`config.mk`:
```
export PLATFORM = sky130hd
export DESIGN_NAME = stream_rx_core_flat
export DESIGN_NICKNAME = d
export VERILOG_FILES = /design/src/rtl/stream_rx_pkg.sv /design/src/rtl/stream_rx_if.sv /design/src/rtl/stream_rx_buf.sv /design/src/rtl/stream_rx_core.sv /design/src/flat_wrapper.sv
export SDC_FILE = /design/constraint.sdc
export NUM_CORES = 1
export LEC_CHECK = 0
export BUFFER_PORTS_ARGS = -buffer_cell sky130_fd_sc_hd__buf_4
export CAP_MARGIN = 20
export CORE_ASPECT_RATIO = 0.75
export CORE_MARGIN = 4
export CORE_UTILIZATION = 50
export DETAILED_ROUTE_END_ITERATION = 7
export GPL_ROUTABILITY_DRIVEN = 0
export PLACE_DENSITY = 0.68
export SETUP_SLACK_MARGIN = 0.2
export SLEW_MARGIN = 10
export SYNTH_ARGS = -nofsm -noshare
export SYNTH_HDL_FRONTEND = slang
export SYNTH_SLANG_ARGS = --single-unit
```
`constraint.sdc`:
```
create_clock -name BUS_CLK -period 11.3 [get_ports BUS_CLK]
set_input_delay 1.695 -clock BUS_CLK [delete_from_list [all_inputs] [get_ports BUS_CLK]]
set_output_delay 1.695 -clock BUS_CLK [all_outputs]
set_load 0.01 [all_outputs]
```
`src/rtl/stream_rx_pkg.sv`:
```
// Shared definitions for the stream receive core: version, register map,
// status bit positions and FSM state encoding.
package stream_rx_pkg;

  localparam logic [7:0] VERSION = 8'd1;

  // Register map
  localparam int ADDR_CTRL   = 0;  // write: soft reset, read: VERSION
  localparam int ADDR_LEN0   = 1;  // transfer length, bits 7:0
  localparam int ADDR_LEN1   = 2;  // transfer length, bits 15:8
  localparam int ADDR_LEN2   = 3;  // transfer length, bits 23:16 (write starts)
  localparam int ADDR_STATUS = 4;  // {5'b0, overflow, done, busy}
  localparam int ADDR_REM0   = 5;  // remaining words, bits 7:0
  localparam int ADDR_REM1   = 6;  // remaining words, bits 15:8
  localparam int ADDR_REM2   = 7;  // remaining words, bits 23:16

  // Status bit indices
  localparam int STAT_BUSY     = 0;
  localparam int STAT_DONE     = 1;
  localparam int STAT_OVERFLOW = 2;

  typedef enum logic [1:0] {
    IDLE = 2'd0,
    BUSY = 2'd1,
    DONE = 2'd2
  } state_t;

  // Swap the two bytes of a 16-bit word
  function automatic logic [15:0] byte_swap(input logic [15:0] w);
    return {w[7:0], w[15:8]};
  endfunction

endpackage

```
`src/rtl/stream_rx_if.sv`:
```
// Register bus, host stream and consumer buffer signals of the stream
// receive core. The slave modport is the core's view, master is the
// environment's view.
interface stream_rx_if #(
  parameter int ABUSWIDTH = 16
);
  logic [ABUSWIDTH-1:0] BUS_ADD;
  logic [7:0]           BUS_DATA_IN;
  logic [7:0]           BUS_DATA_OUT;
  logic                 BUS_WR;
  logic                 BUS_RD;
  logic                 STREAM_EMPTY_N;
  logic [15:0]          STREAM_DATA_IN;
  logic                 STREAM_READ_N;
  logic                 FIFO_READ_NEXT_IN;
  logic                 FIFO_EMPTY_OUT;
  logic [15:0]          FIFO_DATA_OUT;

  modport slave (
    input  BUS_ADD, BUS_DATA_IN, BUS_WR, BUS_RD,
    input  STREAM_EMPTY_N, STREAM_DATA_IN, FIFO_READ_NEXT_IN,
    output BUS_DATA_OUT, STREAM_READ_N, FIFO_EMPTY_OUT, FIFO_DATA_OUT
  );

  modport master (
    output BUS_ADD, BUS_DATA_IN, BUS_WR, BUS_RD,
    output STREAM_EMPTY_N, STREAM_DATA_IN, FIFO_READ_NEXT_IN,
    input  BUS_DATA_OUT, STREAM_READ_N, FIFO_EMPTY_OUT, FIFO_DATA_OUT
  );
endinterface

```
`src/rtl/stream_rx_buf.sv`:
```
// Single-clock show-ahead FIFO used as the receive buffer. Pointers carry
// one extra bit so full and empty are distinguishable; the head word reads
// as zero while the buffer is empty so stale storage never leaks out.
module stream_rx_buf #(
  parameter int WIDTH      = 16,
  parameter int DEPTH_LOG2 = 4
) (
  input  logic                  clk,
  input  logic                  rst,
  input  logic                  srst,
  input  logic                  push,
  input  logic [WIDTH-1:0]      din,
  input  logic                  pop,
  output logic [WIDTH-1:0]      dout,
  output logic                  empty,
  output logic [DEPTH_LOG2:0]   count
);

  localparam int DEPTH = 1 << DEPTH_LOG2;

  typedef logic [DEPTH_LOG2:0] ptr_t;
  localparam ptr_t PTR_ONE = ptr_t'(1);

  logic [WIDTH-1:0] mem [DEPTH];
  ptr_t             wr_ptr_r;
  ptr_t             rd_ptr_r;
  logic             full_s;
  logic             push_ok_s;
  logic             pop_ok_s;

  assign empty     = (wr_ptr_r == rd_ptr_r);
  assign full_s    = (wr_ptr_r[DEPTH_LOG2] != rd_ptr_r[DEPTH_LOG2]) &&
                     (wr_ptr_r[DEPTH_LOG2-1:0] == rd_ptr_r[DEPTH_LOG2-1:0]);
  assign count     = wr_ptr_r - rd_ptr_r;
  assign push_ok_s = push && !full_s;
  assign pop_ok_s  = pop && !empty;
  assign dout      = empty ? '0 : mem[rd_ptr_r[DEPTH_LOG2-1:0]];

  // Storage write; contents need no reset because the output is masked when empty
  always_ff @(posedge clk) begin
    if (push_ok_s) begin
      mem[wr_ptr_r[DEPTH_LOG2-1:0]] <= din;
    end
  end

  // Read/write pointer advance with hard and soft clear
  always_ff @(posedge clk or posedge rst) begin
    if (rst) begin
      wr_ptr_r <= '0;
      rd_ptr_r <= '0;
    end else if (srst) begin
      wr_ptr_r <= '0;
      rd_ptr_r <= '0;
    end else begin
      if (push_ok_s) wr_ptr_r <= wr_ptr_r + PTR_ONE;
      if (pop_ok_s)  rd_ptr_r <= rd_ptr_r + PTR_ONE;
    end
  end

endmodule

```
`src/rtl/stream_rx_core.sv`:
```
// Stream receive core: pulls a programmed number of 16-bit words from a host
// stream FIFO (one-cycle read latency) into a local show-ahead buffer, with a
// small byte-wide register interface for length, status and soft reset.
// Optional feature: define STREAM_RX_BYTESWAP_EN to store each captured word
// with its bytes swapped.
import stream_rx_pkg::*;

module stream_rx_core #(
  parameter int ABUSWIDTH  = 16,
  parameter int DEPTH_LOG2 = 4
) (
  input  logic       BUS_CLK,
  input  logic       BUS_RST,
  stream_rx_if.slave bus
);

  localparam int DEPTH = 1 << DEPTH_LOG2;

  state_t              state_r;
  state_t              state_next_s;
  logic [23:0]         length_r;
  logic [23:0]         remaining_r;
  logic                start_r;
  logic                overflow_r;
  logic                read_pend_r;
  logic [7:0]          bus_data_out_r;
  logic [7:0]          rd_mux_s;
  logic [7:0]          status_s;
  logic                soft_rst_s;
  logic                start_wr_s;
  logic                read_req_s;
  logic                capture_s;
  logic [15:0]         cap_word_s;
  logic                buf_empty_s;
  logic [DEPTH_LOG2:0] occ_s;

  assign soft_rst_s = bus.BUS_WR && (bus.BUS_ADD == ABUSWIDTH'(ADDR_CTRL));
  assign start_wr_s = bus.BUS_WR && (bus.BUS_ADD == ABUSWIDTH'(ADDR_LEN2));
  // A word requested in the previous cycle arrives now, regardless of EMPTY_N
  assign capture_s  = read_pend_r;

`ifdef STREAM_RX_BYTESWAP_EN
  assign cap_word_s = byte_swap(bus.STREAM_DATA_IN);
`else
  assign cap_word_s = bus.STREAM_DATA_IN;
`endif

  stream_rx_buf #(
    .WIDTH      (16),
    .DEPTH_LOG2 (DEPTH_LOG2)
  ) u_buf (
    .clk   (BUS_CLK),
    .rst   (BUS_RST),
    .srst  (soft_rst_s),
    .push  (capture_s),
    .din   (cap_word_s),
    .pop   (bus.FIFO_READ_NEXT_IN),
    .dout  (bus.FIFO_DATA_OUT),
    .empty (buf_empty_s),
    .count (occ_s)
  );

  assign bus.FIFO_EMPTY_OUT = buf_empty_s;
  assign bus.STREAM_READ_N  = ~read_req_s;
  assign bus.BUS_DATA_OUT   = bus_data_out_r;

  // Issue a host read only when the word is still owed and will fit in the buffer
  always_comb begin
    read_req_s = 1'b0;
    if ((state_r == BUSY) && bus.STREAM_EMPTY_N && !soft_rst_s &&
        (remaining_r > 24'(read_pend_r)) &&
        ((int'(occ_s) + int'(read_pend_r)) < DEPTH)) begin
      read_req_s = 1'b1;
    end else begin
      read_req_s = 1'b0;
    end
  end

  // FSM state register
  always_ff @(posedge BUS_CLK or posedge BUS_RST) begin
    if (BUS_RST) begin
      state_r <= IDLE;
    end else if (soft_rst_s) begin
      state_r <= IDLE;
    end else begin
      state_r <= state_next_s;
    end
  end

  // FSM next-state: starts come from the registered start pulse
  always_comb begin
    state_next_s = state_r;
    case (state_r)
      IDLE: begin
        if (start_r) state_next_s = (length_r != 24'd0) ? BUSY : DONE;
        else         state_next_s = IDLE;
      end
      BUSY: begin
        if (remaining_r == 24'd0) state_next_s = DONE;
        else                      state_next_s = BUSY;
      end
      DONE: begin
        if (start_r) state_next_s = (length_r != 24'd0) ? BUSY : DONE;
        else         state_next_s = DONE;
      end
      default: state_next_s = IDLE;
    endcase
  end

  // Length register bytes; writable in any state
  always_ff @(posedge BUS_CLK or posedge BUS_RST) begin
    if (BUS_RST) begin
      length_r <= 24'd0;
    end else if (soft_rst_s) begin
      length_r <= 24'd0;
    end else if (bus.BUS_WR) begin
      if (bus.BUS_ADD == ABUSWIDTH'(ADDR_LEN0))      length_r[7:0]   <= bus.BUS_DATA_IN;
      else if (bus.BUS_ADD == ABUSWIDTH'(ADDR_LEN1)) length_r[15:8]  <= bus.BUS_DATA_IN;
      else if (bus.BUS_ADD == ABUSWIDTH'(ADDR_LEN2)) length_r[23:16] <= bus.BUS_DATA_IN;
    end
  end

  // Start pulse, in-flight tracking, remaining count and sticky misuse flag
  always_ff @(posedge BUS_CLK or posedge BUS_RST) begin
    if (BUS_RST) begin
      start_r     <= 1'b0;
      read_pend_r <= 1'b0;
      remaining_r <= 24'd0;
      overflow_r  <= 1'b0;
    end else if (soft_rst_s) begin
      start_r     <= 1'b0;
      read_pend_r <= 1'b0;
      remaining_r <= 24'd0;
      overflow_r  <= 1'b0;
    end else begin
      start_r     <= start_wr_s && (state_r != BUSY);
      read_pend_r <= read_req_s;
      if (start_r) begin
        remaining_r <= length_r;
      end else if (capture_s && (remaining_r != 24'd0)) begin
        remaining_r <= remaining_r - 24'd1;
      end
      if (start_r) begin
        overflow_r <= 1'b0;
      end else if (bus.FIFO_READ_NEXT_IN && buf_empty_s) begin
        overflow_r <= 1'b1;
      end
    end
  end

  // Status byte assembly
  always_comb begin
    status_s                = 8'h00;
    status_s[STAT_BUSY]     = (state_r == BUSY);
    status_s[STAT_DONE]     = (state_r == DONE);
    status_s[STAT_OVERFLOW] = overflow_r;
  end

  // Register read multiplexer
  always_comb begin
    rd_mux_s = 8'h00;
    case (bus.BUS_ADD)
      ABUSWIDTH'(ADDR_CTRL):   rd_mux_s = VERSION;
      ABUSWIDTH'(ADDR_LEN0):   rd_mux_s = length_r[7:0];
      ABUSWIDTH'(ADDR_LEN1):   rd_mux_s = length_r[15:8];
      ABUSWIDTH'(ADDR_LEN2):   rd_mux_s = length_r[23:16];
      ABUSWIDTH'(ADDR_STATUS): rd_mux_s = status_s;
      ABUSWIDTH'(ADDR_REM0):   rd_mux_s = remaining_r[7:0];
      ABUSWIDTH'(ADDR_REM1):   rd_mux_s = remaining_r[15:8];
      ABUSWIDTH'(ADDR_REM2):   rd_mux_s = remaining_r[23:16];
      default:                 rd_mux_s = 8'h00;
    endcase
  end

  // Registered read data, updated only on a read strobe
  always_ff @(posedge BUS_CLK or posedge BUS_RST) begin
    if (BUS_RST) begin
      bus_data_out_r <= 8'h00;
    end else if (soft_rst_s) begin
      bus_data_out_r <= 8'h00;
    end else if (bus.BUS_RD) begin
      bus_data_out_r <= rd_mux_s;
    end
  end

endmodule

```
`src/flat_wrapper.sv`:
```
// flat-port wrapper written by rule: the top's interface ports become plain ports
module stream_rx_core_flat 
#(
  parameter int ABUSWIDTH  = 16,
  parameter int DEPTH_LOG2 = 4
)
  (BUS_CLK, BUS_RST, bus_BUS_ADD, bus_BUS_DATA_IN, bus_BUS_WR, bus_BUS_RD, bus_STREAM_EMPTY_N, bus_STREAM_DATA_IN, bus_FIFO_READ_NEXT_IN, bus_BUS_DATA_OUT, bus_STREAM_READ_N, bus_FIFO_EMPTY_OUT, bus_FIFO_DATA_OUT);
  stream_rx_if #(.ABUSWIDTH(ABUSWIDTH)) bus_i ();
  input  logic BUS_CLK;
  input  logic BUS_RST;
  input wire logic [$bits(bus_i.BUS_ADD)-1:0] bus_BUS_ADD;
  input wire logic [$bits(bus_i.BUS_DATA_IN)-1:0] bus_BUS_DATA_IN;
  input wire logic [$bits(bus_i.BUS_WR)-1:0] bus_BUS_WR;
  input wire logic [$bits(bus_i.BUS_RD)-1:0] bus_BUS_RD;
  input wire logic [$bits(bus_i.STREAM_EMPTY_N)-1:0] bus_STREAM_EMPTY_N;
  input wire logic [$bits(bus_i.STREAM_DATA_IN)-1:0] bus_STREAM_DATA_IN;
  input wire logic [$bits(bus_i.FIFO_READ_NEXT_IN)-1:0] bus_FIFO_READ_NEXT_IN;
  output wire logic [$bits(bus_i.BUS_DATA_OUT)-1:0] bus_BUS_DATA_OUT;
  output wire logic [$bits(bus_i.STREAM_READ_N)-1:0] bus_STREAM_READ_N;
  output wire logic [$bits(bus_i.FIFO_EMPTY_OUT)-1:0] bus_FIFO_EMPTY_OUT;
  output wire logic [$bits(bus_i.FIFO_DATA_OUT)-1:0] bus_FIFO_DATA_OUT;
  assign bus_i.BUS_ADD = bus_BUS_ADD;
  assign bus_i.BUS_DATA_IN = bus_BUS_DATA_IN;
  assign bus_i.BUS_WR = bus_BUS_WR;
  assign bus_i.BUS_RD = bus_BUS_RD;
  assign bus_i.STREAM_EMPTY_N = bus_STREAM_EMPTY_N;
  assign bus_i.STREAM_DATA_IN = bus_STREAM_DATA_IN;
  assign bus_i.FIFO_READ_NEXT_IN = bus_FIFO_READ_NEXT_IN;
  assign bus_BUS_DATA_OUT = bus_i.BUS_DATA_OUT;
  assign bus_STREAM_READ_N = bus_i.STREAM_READ_N;
  assign bus_FIFO_EMPTY_OUT = bus_i.FIFO_EMPTY_OUT;
  assign bus_FIFO_DATA_OUT = bus_i.FIFO_DATA_OUT;
  stream_rx_core #(.ABUSWIDTH(ABUSWIDTH), .DEPTH_LOG2(DEPTH_LOG2)) u_core (.BUS_CLK(BUS_CLK), .BUS_RST(BUS_RST), .bus(bus_i));
endmodule
```
==> results.cfg <==
[status]
status = completed

[clocking]
cts.clk_slew.worst_paths_ps = 60
cts_tree = done
ctsResizeCount = 0
clk_path_buf_depth = 3
ctsHtreeMaxLevel = 2
cts_buffers = 34
cts_hold_buf = 0
cts_root_buffer = clkbuf_16
cts_setup_buffers = 0
clock_latency_ps = 520
cts.sinks = 327

[timing]
finClkSkew_ps = 21.88
setup_viol = 0
rsz0062_at_grt = false
relSlewSlack_pct = 26.05
post-route-period-util_pct = 46.12
fmax_mhz = 191.9
finalMaxSlewViolations = 0
hold_violations = 0
tightestPinTransition_ps = 1109
min_period_ps = 5211
setup-tns-final_ps = 0

[yosys]
yosysSeqAreaShare_pct = 67.37
yosysTopAreaCell = edfxtp_1
syn_area_per_cell_um2 = 17.26
synth_area_um2 = 14050
postSynthCellCount = 814
synthFlopType = edfxtp_1
yosysUniqueCellTypes = 63
yosysTopAreaCellShare_pct = 54.72
synth-seq-cells = 327
synth.area.top_cells = edfxtp_1 (55%), mux4_2 (13%), dfrtp_1 (13%)
synth_edf_count = 256
yosys_warnings = 0
syn_nets = 873
synthArstFlopShare_pct = 21.71

[floorplanning]
core_area_um2 = 27330
num_rows = 52
ios = 72
die_w_um = 201.6
die_area_um2 = 30870
start_util_pct = 51.41
chipHeight_um = 153.2

[drt]
first_pass_iters = 5
routed-via-count = 7834
drt-total-wl_um = 32380
ant_nets = 0
drt_iter0_drc = 994
routedWlPerCell_um = 25.32
drc_errors = 0
vias_per_cell = 6.125

[layout]
antennaDiodeCount = 0
regArea_um2 = 9469
final_nets = 962
drive_gt1_share_pct = 31.25
layout_commonest_cell = edfxtp_1
layout_common_cells = edfxtp_1 (256), buf_4 (92), mux4_2 (82)
multi_input_area_um2 = 4424
final_core_util_pct = 59.18
fillers = 2032
areaGrowthSynthToFinish_pct = 15.11

[worst_setup_path]
crit_required_ps = 9610
end_kind = output pin
path_class = reg2out
crit_fanout = 35
crit_path_start_kind = flop
cp.arrival_ps = 3520

[worst_hold_path]
hold_path_class = reg2reg

[power_and_ir_drop]
pwr_density_cell_nw_per_um2 = 229.7
p_leak_nw = 5.683
ir_worst_vdd_uv = 137.4

[flow_run]
maxCapViolations = 0

[grt]
grt_pass1_vias = 7824
overflow = 0
track_usage_pct = 20.89
grt_pass1_wl_um = 49130
antenna_found_initial = 0
grt_max_degree = 72

[placement]
dp_hpwl_um = 20490
port_buffers = 71
==> flip-flops by register name (all words and copies together) (netlist names) <==
register	count
u_core.overflow_r	1
u_core.state_r	2
u_core.length_r	24
u_core.remaining_r	24
u_core.u_buf.rd_ptr_r	5
u_core.u_buf.mem	256
u_core.start_r	1
u_core.capture_s	1
u_core.u_buf.wr_ptr_r	5
u_core.bus.BUS_DATA_OUT	8
==> routing by layer <==
metal	track usage [%]	share of wire (%)
met2	29.27	43
met5	0	0
met4	4.229	1.3
met3	6.588	11
met1	32.64	44
==> area by class of cell <==
cell class              instances  area share, %
inverters                      11         0.2553
multi-input cells             435          27.36
flip-flops and latches        327          58.55
clock inverters                16         0.8124
well taps                     351          2.716
clock buffers                  45          5.772
repair buffers                 94          4.534
==> report_power, final <==
part	switching (W)	internal, W
clock	0.000451	0.000610
combinational	0.000522	0.000584
sequential	0.000141	0.00141
==> cells by family after synthesis <==
kind of cell | after synthesis | share of synthesized area [%]
DFF | 327 | 67.37
buffers and inverters | 52 | 1.496
adders and majority gates | 13 | 1.211
muxes | 124 | 16.53
AOI/OAI and AO/OA | 109 | 5.157
xor gates and xnor gates | 29 | 1.808
and+or+nand+nor | 160 | 6.430
==> through the flow <==
step | power, W | cell area, um^2 | worst slack [ps] | std cells | hold slack (ps)
after floorplan | 0.002303 | 14050 | 6604 | 814 | 510.8
after global placement | 0.002665 | 15060 | 6364 | 1216 | 465.0
after detailed placement | 0.002673 | 15090 | 6369 | 1217 | 474.9
after CTS | 0.003743 | 16160 | 5857 | 1278 | 495.9
after global routing | 0.003896 | 16170 | 5838 | 1279 | 509.8
final | 0.003715 | 16170 | 6089 | 1279 | 491.4
==> path summary, 6_finish.rpt <==
path | start | endpoint | slack, ps | cells past startpoint
setup reg to reg | u_core.u_buf.rd_ptr_r[2] | u_core.u_buf.mem[0][15] | 7270 | 7
setup / recovery | u_core.u_buf.rd_ptr_r[0] | bus_FIFO_DATA_OUT[5] | 6090 | 5
min in group asynchronous | BUS_RST | u_core.u_buf.wr_ptr_r[0] | 1490 | 3
hold / removal | u_core.bus.BUS_DATA_OUT[2] | u_core.bus.BUS_DATA_OUT[2] | 490 | 1
max in group asynchronous | BUS_RST | u_core.u_buf.rd_ptr_r[0] | 9120 | 3
hold reg to reg | u_core.bus.BUS_DATA_OUT[2] | u_core.bus.BUS_DATA_OUT[2] | 490 | 1
==> cell usage after synthesis, types with 2 or more instances <==
cell,count
inv_1,9
a21o_1,5
mux2_2,31
o22ai_1,6
mux2i_1,10
nor2_2,2
nor2_1,36
a22oi_1,6
xnor2_1,22
a21oi_1,32
a2111oi_2,2
dfrtp_1,71
nand3_1,7
nand4_1,10
or3_1,3
nor4_1,17
nor2b_1,21
nand2b_1,6
mux4_2,82
o21ai_0,26
xor2_1,7
o31a_1,2
buf_2,9
o2bb2ai_1,6
a211oi_1,9
buf_1,9
a21oi_2,2
a221oi_1,2
clkbuf_1,22
edfxtp_1,256
and2_1,10
nand2_1,18
ha_1,12
nor3_1,12
and4_1,3
a2111oi_0,2
nand3b_1,3
==> critical path, stage by stage, from the launching register on <==
cell and delay (ps):
dfrtp_4 870, buf_4 680, mux4_2 580, mux4_2 520
nor2b_1 160, buf_4 170
Note: power is estimated with default switching activity, not from simulation.
